===== src/rtl/trig_seq_pkg.sv =====
// Shared types and constants for the trigger command sequencer.
package trig_seq_pkg;

    localparam int unsigned DATA_W    = 16;
    localparam int unsigned GUARD_LEN = 3;
    localparam int unsigned GUARD_W   = $clog2(GUARD_LEN + 1);

    typedef enum logic [2:0] {
        S_IDLE  = 3'd0,
        S_FETCH = 3'd1,
        S_MARK  = 3'd2,
        S_GO    = 3'd3,
        S_WAIT  = 3'd4,
        S_NEXT  = 3'd5,
        S_ABORT = 3'd6
    } seq_state_t;

    typedef struct packed {
        logic              last;
        logic [DATA_W-1:0] duration;
        logic [DATA_W-1:0] delay;
    } seq_entry_t;

    localparam int unsigned ENTRY_W = $bits(seq_entry_t);

endpackage


===== src/rtl/trig_seq_table.sv =====
// Program table: DEPTH x 33-bit register file, one write port, one registered read port.
module trig_seq_table
    import trig_seq_pkg::*;
#(
    parameter int unsigned DEPTH = 16
) (
    input  logic                     clk,
    input  logic                     i_wr_en,
    input  logic [$clog2(DEPTH)-1:0] i_wr_addr,
    input  seq_entry_t               i_wr_data,
    input  logic [$clog2(DEPTH)-1:0] i_rd_addr,
    output seq_entry_t               o_rd_data
);

    seq_entry_t r_mem [DEPTH];
    seq_entry_t r_rd_data;

    // Contents are deliberately not reset so a program survives rst.
    always_ff @(posedge clk) begin
        if (i_wr_en) begin
            r_mem[i_wr_addr] <= i_wr_data;
        end
        r_rd_data <= r_mem[i_rd_addr];
    end

    assign o_rd_data = r_rd_data;

endmodule


===== src/rtl/trig_cmd_sequencer.sv =====
// Steps a programmed table of trigger commands across NCH channels.
// Optional macro TRIG_SEQ_LOOP_EN enables repeating the program loop_count extra times.
module trig_cmd_sequencer
    import trig_seq_pkg::*;
#(
    parameter int unsigned NCH   = 8,
    parameter int unsigned DEPTH = 16
) (
    input  logic                     clk,
    input  logic                     rst,
    input  logic                     wr_en,
    input  logic [$clog2(DEPTH)-1:0] wr_addr,
    input  logic [DATA_W-1:0]        wr_duration,
    input  logic [DATA_W-1:0]        wr_delay,
    input  logic                     wr_last,
    input  logic                     start,
    input  logic                     abort,
    input  logic [7:0]               loop_count,
    input  logic [NCH-1:0]           chan_active,
    input  logic [NCH-1:0]           chan_complete,
    output logic                     onYourMark,
    output logic                     GOGOGO_EXCLAMATION,
    output logic [DATA_W-1:0]        duration,
    output logic [DATA_W-1:0]        delay,
    output logic                     hardStop,
    output logic                     busy,
    output logic                     done,
    output logic [$clog2(DEPTH)-1:0] step_idx
);

    localparam int unsigned AW = $clog2(DEPTH);

    seq_state_t           r_state;
    seq_state_t           w_state_nxt;
    logic [AW-1:0]        r_step_idx;
    logic [AW-1:0]        w_step_nxt;
    logic [GUARD_W-1:0]   r_guard_cnt;
    logic [GUARD_W-1:0]   w_guard_nxt;
    logic                 r_abort_cnt;
    logic                 w_abort_nxt;
    logic                 r_last;
    logic                 w_done_nxt;
    logic                 w_pass_end;
    logic                 w_all_done;
    logic                 w_tbl_wr;
    seq_entry_t           w_wr_data;
    seq_entry_t           w_rd_data;

    logic                 r_on_your_mark;
    logic                 r_gogo;
    logic [DATA_W-1:0]    r_duration;
    logic [DATA_W-1:0]    r_delay;
    logic                 r_hard_stop;
    logic                 r_busy;
    logic                 r_done;

`ifdef TRIG_SEQ_LOOP_EN
    logic [7:0]           r_pass_cnt;
    logic [7:0]           w_pass_nxt;
`else
    logic                 w_unused_loop;
    assign w_unused_loop = ^loop_count;
`endif

    // Writes only land while idle so a running program cannot be corrupted.
    assign w_tbl_wr           = wr_en && (r_state == S_IDLE);
    assign w_wr_data.last     = wr_last;
    assign w_wr_data.duration = wr_duration;
    assign w_wr_data.delay    = wr_delay;

    // Read address follows the next step so the entry is ready during FETCH.
    trig_seq_table #(
        .DEPTH (DEPTH)
    ) u_table (
        .clk       (clk),
        .i_wr_en   (w_tbl_wr),
        .i_wr_addr (wr_addr),
        .i_wr_data (w_wr_data),
        .i_rd_addr (w_step_nxt),
        .o_rd_data (w_rd_data)
    );

    // Inactive channels count as complete.
    assign w_all_done = &(chan_complete | ~chan_active);

    always_comb begin
        w_state_nxt = r_state;
        w_step_nxt  = r_step_idx;
        w_guard_nxt = r_guard_cnt;
        w_abort_nxt = r_abort_cnt;
        w_done_nxt  = 1'b0;
        w_pass_end  = r_last || (r_step_idx == AW'(DEPTH - 1));
`ifdef TRIG_SEQ_LOOP_EN
        w_pass_nxt  = r_pass_cnt;
`endif
        unique case (r_state)
            S_IDLE: begin
                if (start && !abort) begin
                    w_state_nxt = S_FETCH;
                    w_step_nxt  = '0;
`ifdef TRIG_SEQ_LOOP_EN
                    w_pass_nxt  = '0;
`endif
                end
            end
            S_FETCH: w_state_nxt = S_MARK;
            S_MARK:  w_state_nxt = S_GO;
            S_GO: begin
                w_state_nxt = S_WAIT;
                w_guard_nxt = '0;
            end
            S_WAIT: begin
                if (r_guard_cnt != GUARD_W'(GUARD_LEN)) begin
                    w_guard_nxt = r_guard_cnt + GUARD_W'(1);
                end else if (w_all_done) begin
                    w_state_nxt = S_NEXT;
                end
            end
            S_NEXT: begin
                if (!w_pass_end) begin
                    w_step_nxt  = r_step_idx + AW'(1);
                    w_state_nxt = S_FETCH;
                end
`ifdef TRIG_SEQ_LOOP_EN
                else if (r_pass_cnt < loop_count) begin
                    w_pass_nxt  = r_pass_cnt + 8'd1;
                    w_step_nxt  = '0;
                    w_state_nxt = S_FETCH;
                end
`endif
                else begin
                    w_state_nxt = S_IDLE;
                    w_done_nxt  = 1'b1;
                end
            end
            S_ABORT: begin
                w_abort_nxt = 1'b1;
                if (r_abort_cnt) begin
                    w_state_nxt = S_IDLE;
                    w_abort_nxt = 1'b0;
                end
            end
            default: w_state_nxt = S_IDLE;
        endcase

        if (abort && (r_state != S_IDLE) && (r_state != S_ABORT)) begin
            w_state_nxt = S_ABORT;
            w_abort_nxt = 1'b0;
            w_done_nxt  = 1'b0;
        end
    end

    always_ff @(posedge clk) begin
        if (rst) begin
            r_state     <= S_IDLE;
            r_step_idx  <= '0;
            r_guard_cnt <= '0;
            r_abort_cnt <= 1'b0;
            r_last      <= 1'b0;
`ifdef TRIG_SEQ_LOOP_EN
            r_pass_cnt  <= '0;
`endif
        end else begin
            r_state     <= w_state_nxt;
            r_step_idx  <= w_step_nxt;
            r_guard_cnt <= w_guard_nxt;
            r_abort_cnt <= w_abort_nxt;
`ifdef TRIG_SEQ_LOOP_EN
            r_pass_cnt  <= w_pass_nxt;
`endif
            if (r_state == S_FETCH) begin
                r_last <= w_rd_data.last;
            end
        end
    end

    // Outputs are registered from the next state so they align with it.
    always_ff @(posedge clk) begin
        if (rst) begin
            r_on_your_mark <= 1'b0;
            r_gogo         <= 1'b0;
            r_hard_stop    <= 1'b0;
            r_busy         <= 1'b0;
            r_done         <= 1'b0;
            r_duration     <= '0;
            r_delay        <= '0;
        end else begin
            r_on_your_mark <= (w_state_nxt == S_MARK) || (w_state_nxt == S_GO);
            r_gogo         <= (w_state_nxt == S_GO);
            r_hard_stop    <= (w_state_nxt == S_ABORT);
            r_busy         <= (w_state_nxt != S_IDLE);
            r_done         <= w_done_nxt;
            if (w_state_nxt == S_MARK) begin
                r_duration <= w_rd_data.duration;
                r_delay    <= w_rd_data.delay;
            end else if (!(w_state_nxt inside {S_GO, S_WAIT})) begin
                r_duration <= '0;
                r_delay    <= '0;
            end
        end
    end

    assign onYourMark         = r_on_your_mark;
    assign GOGOGO_EXCLAMATION = r_gogo;
    assign duration           = r_duration;
    assign delay              = r_delay;
    assign hardStop           = r_hard_stop;
    assign busy               = r_busy;
    assign done               = r_done;
    assign step_idx           = r_step_idx;

endmodule


===== config.mk =====
export PLATFORM = sky130hd
export DESIGN_NAME = trig_cmd_sequencer
export DESIGN_NICKNAME = d
export VERILOG_FILES = /design/src/rtl/trig_seq_pkg.sv /design/src/rtl/trig_seq_table.sv /design/src/rtl/trig_cmd_sequencer.sv
export SDC_FILE = /design/constraint.sdc
export NUM_CORES = 1
export LEC_CHECK = 0
export CAP_MARGIN = 0
export CORE_MARGIN = 2
export CORE_UTILIZATION = 58
export CTS_CLUSTER_DIAMETER = 50
export DETAILED_ROUTE_END_ITERATION = 8
export PLACE_DENSITY_LB_ADDON = 0.05
export SETUP_SLACK_MARGIN = 0.05
export SYNTH_ARGS = -nofsm -noshare
export SYNTH_HDL_FRONTEND = slang
export SYNTH_HIERARCHICAL = 1
export SYNTH_SLANG_ARGS = --single-unit

===== constraint.sdc =====
create_clock -name clk -period 5.9 [get_ports clk]
set_input_delay 1.475 -clock clk [delete_from_list [all_inputs] [get_ports clk]]
set_output_delay 1.475 -clock clk [all_outputs]
set_load 0.01 [all_outputs]

==> results.txt <==
- The number of nets handed over by synthesis was 1118.
- Vias in the first global route: 10.8k
- Row generation in the floorplan step produced 72 rows.
- Routed len/inst: 26.5 um
* Number of nets in the finished design: 1257
- The first global-routing pass estimated 69700 um of wire.
* Die Y: 201 um
* Required time worst endpoint: 6.35 ns
* H-Tree Level Count: 2
- Fraction of layout instances using a drive strength above 1: 0.219
* Number of buffers inserted to repair setup after CTS: 0
- The area growth from synthesis to layout is 15.7%.
* DIE WIDTH: 201 um
- At the end of routability-driven placement, the weighted congestion stood at 0.751.
- STA classifies the critical path endpoint as a register.
- DR vias: 10.8k
- Sorting the synthesized cells by area gives the leading types as sky130_fd_sc_hd__edfxtp_1 (70%), sky130_fd_sc_hd__mux4_2 (11%), sky130_fd_sc_hd__dfxtp_1 (7.2%), sky130_fd_sc_hd__a22oi_1 (2.2%), sky130_fd_sc_hd__mux4_1 (2.2%).
* Highest-delay cell along the critical path: sky130_fd_sc_hd__mux2_8
- During I/O placement, the number of pins put on the boundary was 107.
* Static leakage power: 8.23 nW
- Measured on the finished design, the core utilization comes to 0.678.
* Wire length after detailed routing: 46500 um
- Predominant post-synthesis flop cell: sky130_fd_sc_hd__edfxtp_1
- Maximum buffer depth of the clock tree: 3
- Measured against its own limit, the worst slew margin works out to 0.310.
- Using the TritonRoute via totals, the vias-per-cell ratio works out to 6.16.
* Number of filler instances in the final layout: 2550
- Worst clock skew on the final layout: 0.0122 ns
- For this run, the total global-route usage over all layers was measured as 0.235.
- RSZ-0062 raised after global routing: false
- Number of port buffers: 98
* Inserted Clock Buffers: 59
- Drt first pass iters: 5
* Post-detailed-route count of antenna-violating nets: 0
- Initial Util: 0.586
- Peak ir drop on the vdd network: 0.281 mV
- The tightest hold path in the finished design has a slack of 0.438 ns.
- Derived from the worst setup path, the maximum achievable clock frequency is 243 MHz.
- Area share of the leading cell type in the synthesized netlist: 0.702
- The number of antenna violations at the first check in global routing is 1.
- Post-synth top area cell: sky130_fd_sc_hd__edfxtp_1
- Cells after Synth: 1050
- After clock tree synthesis, the clock-pin slew on the worst setup and hold paths is 0.06 ns.
- Startpoint type of the worst setup path: input pin
- Number of hold buffers added after cts: 0
* Final count of hold timing violations: 0
- For this run, design rule violations remaining after detail routing come to 0.
- Setup Total Neg Slack: 0 ns
- In this design, the stage delay of the slowest critical-path cell is 0.74 ns.
- Largest net degree at the start of global routing: 69
- Slew at the pin closest to its max-slew limit: 1.03 ns
- Clock root buffer: sky130_fd_sc_hd__clkbuf_16
- The number of pins exceeding their max-slew limit in the final report was 0.
- The share of the Yosys chip area taken by registers is 0.773.
* Estimated wirelength of the detail-placed design: 25400 um
- Data on the critical path arrives at its endpoint at 4.56 ns.
- Of the available clock period, the critical path in the final layout requires 0.696.
* Max-Cap Viols: 0
* Number of storage elements in the synthesis netlist: 609
- Warning count from the yosys run: 6
* Average instance area after synthesis: 21.5 um^2
- Once the clock tree was built, the resizer swapped 0 gates to a different size.
- CP Max Fanout: 68
* Clock tree from TritonCTS: done
- Netlist area before placement: 22600 um^2
- The worst path needs 4.11 ns of the cycle, external delays included.
- The design draws 0.00939 W.
- EDFF count, synth: 528
* Hold WC Path Type: reg2reg
- For this design the ratio of total power to cell area is 359 nW/um^2.
- Worst skew pair latency: 0.60 ns
- Full die area: 40600 um^2
* Finish-stage setup viols: 0
* Async S/R FF share, synth: 0
- Netlist cell types: 53
- The clock drives 609 sinks.
- Summed over all layers, the global routing overflow is 0.
- The run finished with clean final reports.
- For this block, the initial DRC count from the detailed router was 891.
- Walking the worst path, the cells encountered are clkdlybuf4s50_1 > nor3b_2 > nor2_1 > mux2_8 > buf_12 > mux4_1 > a22oi_1 > nand2_1.
- The core region is 38600 um^2.
- Worst Path Class, Setup: in2reg
Yosys cell counts, types with 4 or more instances:
| cell type | count |
|---|---|
| sky130_fd_sc_hd__nand3b_1 | 4 |
| sky130_fd_sc_hd__buf_6 | 7 |
| sky130_fd_sc_hd__nor2b_1 | 10 |
| sky130_fd_sc_hd__mux4_1 | 19 |
| sky130_fd_sc_hd__nor2_1 | 23 |
| sky130_fd_sc_hd__dfxtp_1 | 81 |
| sky130_fd_sc_hd__nand2b_1 | 8 |
| sky130_fd_sc_hd__a22o_1 | 33 |
| sky130_fd_sc_hd__a22oi_1 | 67 |
| sky130_fd_sc_hd__nor3_1 | 8 |
| sky130_fd_sc_hd__mux4_2 | 113 |
| sky130_fd_sc_hd__clkbuf_1 | 26 |
| sky130_fd_sc_hd__buf_2 | 13 |
| sky130_fd_sc_hd__edfxtp_1 | 528 |
| sky130_fd_sc_hd__nand2_1 | 38 |
| sky130_fd_sc_hd__a21oi_1 | 7 |
| sky130_fd_sc_hd__buf_12 | 6 |
| sky130_fd_sc_hd__inv_1 | 4 |
| sky130_fd_sc_hd__o21ai_0 | 6 |
where the power goes:
part	total (W)	switching (W)	internal, W
registers	0.00495	0.0000922	0.00485
logic	0.000931	0.000502	0.000430
clock network	0.00351	0.00151	0.00200
total	0.00939	0.00210	0.00728
state kept, by name (all words and copies together), names as in the netlist, 2 cells and up:
register	flops
r_guard_cnt	2
step_idx	4
delay	16
r_state	3
duration	16
u_table/o_rd_data	33
u_table/r_mem	528
kinds of logic (layout without fill, tap and decap cells):
group / count (synthesis) / in the layout / synth area share
other: 0 / 1 / 0
adder cells (fa/ha/maj): 2 / 2 / 0.00111
AND/OR/NAND/NOR: 107 / 107 / 0.0241
multiplexers: 135 / 135 / 0.136
buffers and inverters: 65 / 252 / 0.0193
AO/OA/AOI/OAI: 132 / 132 / 0.0461
flip-flops: 609 / 609 / 0.773
layout make-up:
type / count / area (um^2) / share of cell area
flip-flops and latches: 609 / 17500 / 0.668
repair buffers: 136 / 1330 / 0.0508
clock inverters: 17 / 96.3 / 0.00368
well taps: 518 / 648 / 0.0248
diodes: 1 / 2.50 / 0.0000957
inverters: 7 / 26.3 / 0.00100
clock buffers: 92 / 1720 / 0.0659
multi-input cells: 376 / 4840 / 0.185
path summary, 6_finish.rpt:
kind	from	to	slack (ns)	depth (start not counted)
hold reg to reg	u_table/o_rd_data[22]	duration[6]	0.44	1
setup / recovery	abort	u_table/o_rd_data[25]	1.79	8
hold / removal	u_table/o_rd_data[22]	duration[6]	0.44	1
setup reg to reg	r_state[0]	u_table/o_rd_data[25]	2.34	8
stage by stage:
stage / cell area, um^2 / setup WS [ns] / std cells
floorplan: 22600 / 0.984 / 1050
finish: 26100 / 1.79 / 1756
detailed placement: 24300 / 1.13 / 1646
global route: 26100 / 1.53 / 1755
global placement: 24300 / 1.14 / 1646
CTS: 26100 / 1.76 / 1755
worst max-delay path, delay by kind of cell:
family	cells	cell delay (ns)
AO/OA/AOI/OAI	1	0.17
buffers and inverters	2	1.03
AND/OR/NAND/NOR	3	0.49
multiplexers	2	1.33
per-layer routing:
layer	vias to the layer above	global-route usage	part of all wire
met2	361	0.357	0.47
li1	4676	-	-
met3	66	0.0387	0.066
met4	0	0.0646	0.020
met1	5712	0.361	0.45
met5	-	0	0
cell usage in the layout, fill, tap and decap left out, drive strengths merged, types with 2 or more instances in the layout:
master	count
a21oi	8
a22o	33
a22oi	67
a31oi	3
and2	3
buf	38
clkbuf	92
clkdlybuf4s50	98
clkinv	17
dfxtp	81
edfxtp	528
ha	2
inv	6
mux2i	2
mux4	132
nand2	38
nand2b	8
nand3	2
nand3b	4
nor2	23
nor2b	12
nor3	9
nor3b	2
o2111ai	2
o21a	2
o21ai	8
o21bai	2
o22ai	2
Note: power is estimated with default switching activity, not from simulation.
